$ cat src/rtl/fetch_sequencer.sv
// Instruction-fetch sequencer: reads imem at PC, buffers the word for decode,
// then pulses updatePC (with optional relative jump) to advance the PC unit.
module fetch_sequencer #(
  parameter logic [3:0] JMP_OP  = 4'hC,
  parameter logic [3:0] HALT_OP = 4'hF
) (
  input  logic        Clk2,
  input  logic        reset_n,
  input  logic [15:0] PC,
  output logic        imem_req,
  output logic [15:0] imem_addr,
  input  logic        imem_ready,
  input  logic [15:0] imem_data,
  output logic [15:0] instr,
  output logic        instr_valid,
  input  logic        instr_ready,
  output logic        updatePC,
  output logic        jump,
  output logic [5:0]  offset,
  output logic        halted
);

  localparam int unsigned DATA_W = 16;
  localparam int unsigned OFF_W  = 6;

  typedef enum logic [1:0] {
    ST_FETCH   = 2'd0,
    ST_ADVANCE = 2'd1,
    ST_HALTED  = 2'd2
  } state_e;

  state_e state_q, state_d;

  logic [DATA_W-1:0] instr_q, instr_d;
  logic              instr_valid_q, instr_valid_d;
  logic              update_q, update_d;
  logic              jump_q, jump_d;
  logic [OFF_W-1:0]  offset_q, offset_d;
  logic              halted_q, halted_d;

  logic       fire_c;
  logic [3:0] opcode_c;
  logic       is_halt_c;
  logic       is_jmp_c;

  // Request may overlap a same-cycle drain; forced low while reset is held.
  assign imem_req  = reset_n && (state_q == ST_FETCH) && (!instr_valid_q || instr_ready);
  assign imem_addr = PC;

  // Fetch completion and opcode decode of the returned word.
  assign fire_c    = imem_req && imem_ready;
  assign opcode_c  = imem_data[15:12];
  assign is_halt_c = (opcode_c == HALT_OP);
  assign is_jmp_c  = (opcode_c == JMP_OP);

  // State register.
  always_ff @(posedge Clk2 or negedge reset_n) begin
    if (!reset_n) begin
      state_q <= ST_FETCH;
    end else begin
      state_q <= state_d;
    end
  end

  // Next-state logic: one ADVANCE cycle per non-HALT fetch; HALTED is terminal.
  always_comb begin
    state_d = state_q;
    unique case (state_q)
      ST_FETCH: begin
        if (fire_c) begin
          state_d = is_halt_c ? ST_HALTED : ST_ADVANCE;
        end
      end
      ST_ADVANCE: state_d = ST_FETCH;
      ST_HALTED:  state_d = ST_HALTED;
      default:    state_d = ST_FETCH;
    endcase
  end

  // Output next-values: buffer fill/drain and the PC-advance controls.
  always_comb begin
    instr_d       = instr_q;
    instr_valid_d = instr_valid_q;
    update_d      = 1'b0;
    jump_d        = 1'b0;
    offset_d      = '0;
    halted_d      = halted_q;
    if (fire_c) begin
      instr_d       = imem_data;
      instr_valid_d = 1'b1;
      if (is_halt_c) begin
        halted_d = 1'b1;
      end else begin
        update_d = 1'b1;
        if (is_jmp_c) begin
          jump_d   = 1'b1;
          offset_d = imem_data[OFF_W-1:0];
        end
      end
    end else if (instr_valid_q && instr_ready) begin
      instr_valid_d = 1'b0;
    end
  end

  // Registered outputs.
  always_ff @(posedge Clk2 or negedge reset_n) begin
    if (!reset_n) begin
      instr_q       <= '0;
      instr_valid_q <= 1'b0;
      update_q      <= 1'b0;
      jump_q        <= 1'b0;
      offset_q      <= '0;
      halted_q      <= 1'b0;
    end else begin
      instr_q       <= instr_d;
      instr_valid_q <= instr_valid_d;
      update_q      <= update_d;
      jump_q        <= jump_d;
      offset_q      <= offset_d;
      halted_q      <= halted_d;
    end
  end

  assign instr       = instr_q;
  assign instr_valid = instr_valid_q;
  assign updatePC    = update_q;
  assign jump        = jump_q;
  assign offset      = offset_q;
  assign halted      = halted_q;

endmodule

$ cat config.mk
export PLATFORM = sky130hd
export DESIGN_NAME = fetch_sequencer
export DESIGN_NICKNAME = d
export VERILOG_FILES = /design/src/rtl/fetch_sequencer.sv
export SDC_FILE = /design/constraint.sdc
export NUM_CORES = 1
export LEC_CHECK = 0
export CORE_MARGIN = 1.5
export CORE_UTILIZATION = 38
export CTS_CLUSTER_DIAMETER = 100
export DETAILED_ROUTE_END_ITERATION = 6
export HOLD_SLACK_MARGIN = 0.12
export PLACE_DENSITY = 0.84
export SETUP_SLACK_MARGIN = 0.2
export SKIP_CTS_REPAIR_TIMING = 1
export SLEW_MARGIN = 40
export SYNTH_ARGS = -nofsm -noshare
export SYNTH_HDL_FRONTEND = slang
export SYNTH_SLANG_ARGS = --single-unit
$ cat constraint.sdc
create_clock -name Clk2 -period 4.16 [get_ports Clk2]
set_clock_uncertainty 0.2 [all_clocks]
set_input_delay 1.248 -clock Clk2 [delete_from_list [all_inputs] [get_ports Clk2]]
set_output_delay 1.248 -clock Clk2 [all_outputs]
set_load 0.005 [all_outputs]
==> out/qor.txt <==
ANT nets after route -> 0
Yosys top cell area share -> 57.3%
design area -> 0.00165 sq mm
clock tree sinks -> 28
slew margin rel. -> 76.7%
ANT cells -> 0
final setup margin -> 0.594 ns
number of synthesized flops with an enable pin -> 0
drt drc -> 0
CP delay by family, top -> buffers and inverters
slowest cell on the critical path -> clkdlybuf4s50_1
Synth area leader -> dfrtp_1
Area Overhead vs Synth -> 34.9%
Detailed Routing Iterations Pass 1 -> 4
Worst EP required -> 2.71 ns
Site Rows -> 20
most common cell after layout, fill and taps aside -> clkdlybuf4s50_1
Root Driver -> clkbuf_4
DP Wirelength -> 1670 um
path type of the worst setup path -> in -> out
Fillers -> 258
delay of the slowest critical-path stage -> 0.39 ns
Detailed Route Iter0 Violations -> 29
total number of vias -> 715
RSZ-0062 raised after global routing -> false
Synth Cell Area -> 0.00122 sq mm
Synth Register Bits -> 28
CP startpoint kind -> primary input
commonest non-fill, non-tap cells in the layout -> clkdlybuf4s50_1, dfrtp_1, mux2_4
routability cong. -> 0.755
WL/cell -> 13.7 um
period utilization -> 85.7%
Synth Warn # -> 0
Max Slew Vio Count -> 0
CORE AREA -> 0.00305 sq mm
cells along the critical path -> clkdlybuf4s50_1 -> nand2b_1 -> and3_1 -> dlymetal6s2s_1
drt total wl -> 2200 um
initial core utilization -> 40.0%
first-pass GRT wire length -> 3200 um
CTS tree -> yes
Worst Tran Pin Value -> 0.350 ns
status -> finished, final reports clean
Die X -> 59.7 um
Clk Latency, worst-skew pair -> 0.31 ns
vias in the first global route -> 701
Synth Net Count -> 119
Die Y-Extent -> 59.7 um
initial antenna violation count -> 0
Setup violations, final -> 0
I/O pin count -> 79
crit path max fanout -> 2
FMAX -> 280 MHz
crit path buf inv count -> 2
TritonCTS Buffers -> 3
Reg2Reg Setup Slack -> 2.49 ns
top cells by area, synth -> dfrtp_1, mux2_4, buf_4
Core Util, Final -> 54.0%
Place WS -> 0.224 ns
maxcap violations -> 0
Hold Fails Final Rpt -> 0
NumNets Final -> 154
Power Density -> 487 mW/mm^2
largest net degree at the start of global routing -> 30
TNS Setup -> 0 ns
Power Total -> 0.803 mW
Max VDD drop -> 0.116 mV
synthesized area per cell -> 14.7 sq um
WP data arrival -> 2.12 ns
Port Buf Inserts -> 46
GR Overflow Total -> 0
H-tree Lvls -> 1
register area share after synthesis -> 57.3%
layout cells sized above 1 -> 19.7%
count of cell types in the netlist -> 17
Min-Delay Path Class -> reg -> reg
die area -> 0.00357 sq mm
Syn Inst Count -> 83
clock slew at reported path FFs -> 0.13 ns
Period minus WS final -> 3.57 ns
drt via density -> 4.44
Leakage -> 0.781 nW
Placed Area -> 0.00161 sq mm
Total GRT Usage -> 12.2%
CP Capture Type -> output port
buffer depth of the longest clock path -> 2
ys flop type -> dfrtp_1
Synth async-reset ratio -> 100%
## through the flow
stage          cells  hold slack (ns)
4_1_cts          161            0.297
2_1_floorplan     83            0.248
6_report         161            0.292
3_5_place_dp     157            0.274
5_1_grt          161            0.333
3_3_place_gp     157            0.260
## power by group
group | switching, mW | leakage (nW) | internal [mW] | total [mW]
sequential | 0.0385 | 0.351 | 0.342 | 0.381
clock | 0.0726 | 0.0210 | 0.0534 | 0.126
combinational | 0.0747 | 0.409 | 0.222 | 0.296
total | 0.186 | 0.781 | 0.618 | 0.803
## state kept, by name, indices dropped and copies added, names as in the netlist
register	cells
instr_valid	1
jump	1
halted	1
instr	16
offset	6
state_q	2
updatePC	1
## worst paths after layout
path                              from    endpoint  cells after the start
setup / recovery           instr_ready    imem_req                      4
hold / removal              state_q[0]  state_q[1]                      1
setup reg to reg            state_q[0]   instr[13]                      3
hold reg to reg             state_q[0]  state_q[1]                      1
max in group asynchronous      reset_n   instr[11]                      2
min in group asynchronous      reset_n   offset[4]                      2
## routing by layer
layer  GRT usage [%]  vias up  wire, um
met5               0        -         0
met4            8.57        0        77
met3            3.03       14       171
met2            20.2       38      1090
met1            13.7      337       865
li1                -      326         -
## cells in the mapped netlist (all sizes together) (2+ instances only)
| library cell | n |
|---|---|
| and2 | 6 |
| buf | 18 |
| dfrtp | 28 |
| mux2 | 16 |
| nand2 | 2 |
| nand2b | 2 |
| nor2 | 2 |
| nor2b | 2 |
## cell families after synthesis
logic type             share of synthesized area, %
buffers and inverters                          12.0
AND/OR/NAND/NOR                                9.93
AO/OA/AOI/OAI                                  1.13
flip-flops                                     57.3
multiplexers                                   19.7
## worst reg2reg max path, cell delays in order (launching register included)
cell and delay [ns]:
dfrtp_1 0.41, nand4bb_1 0.24, nand2b_4 0.35, mux2_4 0.36
## area by class of cell
| type | count | area [sq um] | share of cell area (%) |
|---|---|---|---|
| Clock buffer | 4 | 36.3 | 2.20 |
| Inverter | 1 | 3.75 | 0.228 |
| Multi-Input combinational cell | 36 | 375 | 22.8 |
| Sequential cell | 28 | 701 | 42.5 |
| Tap cell | 44 | 55.1 | 3.34 |
| Timing Repair Buffer | 48 | 478 | 29.0 |
No activity file was read; power rests on OpenSTA's default activity.
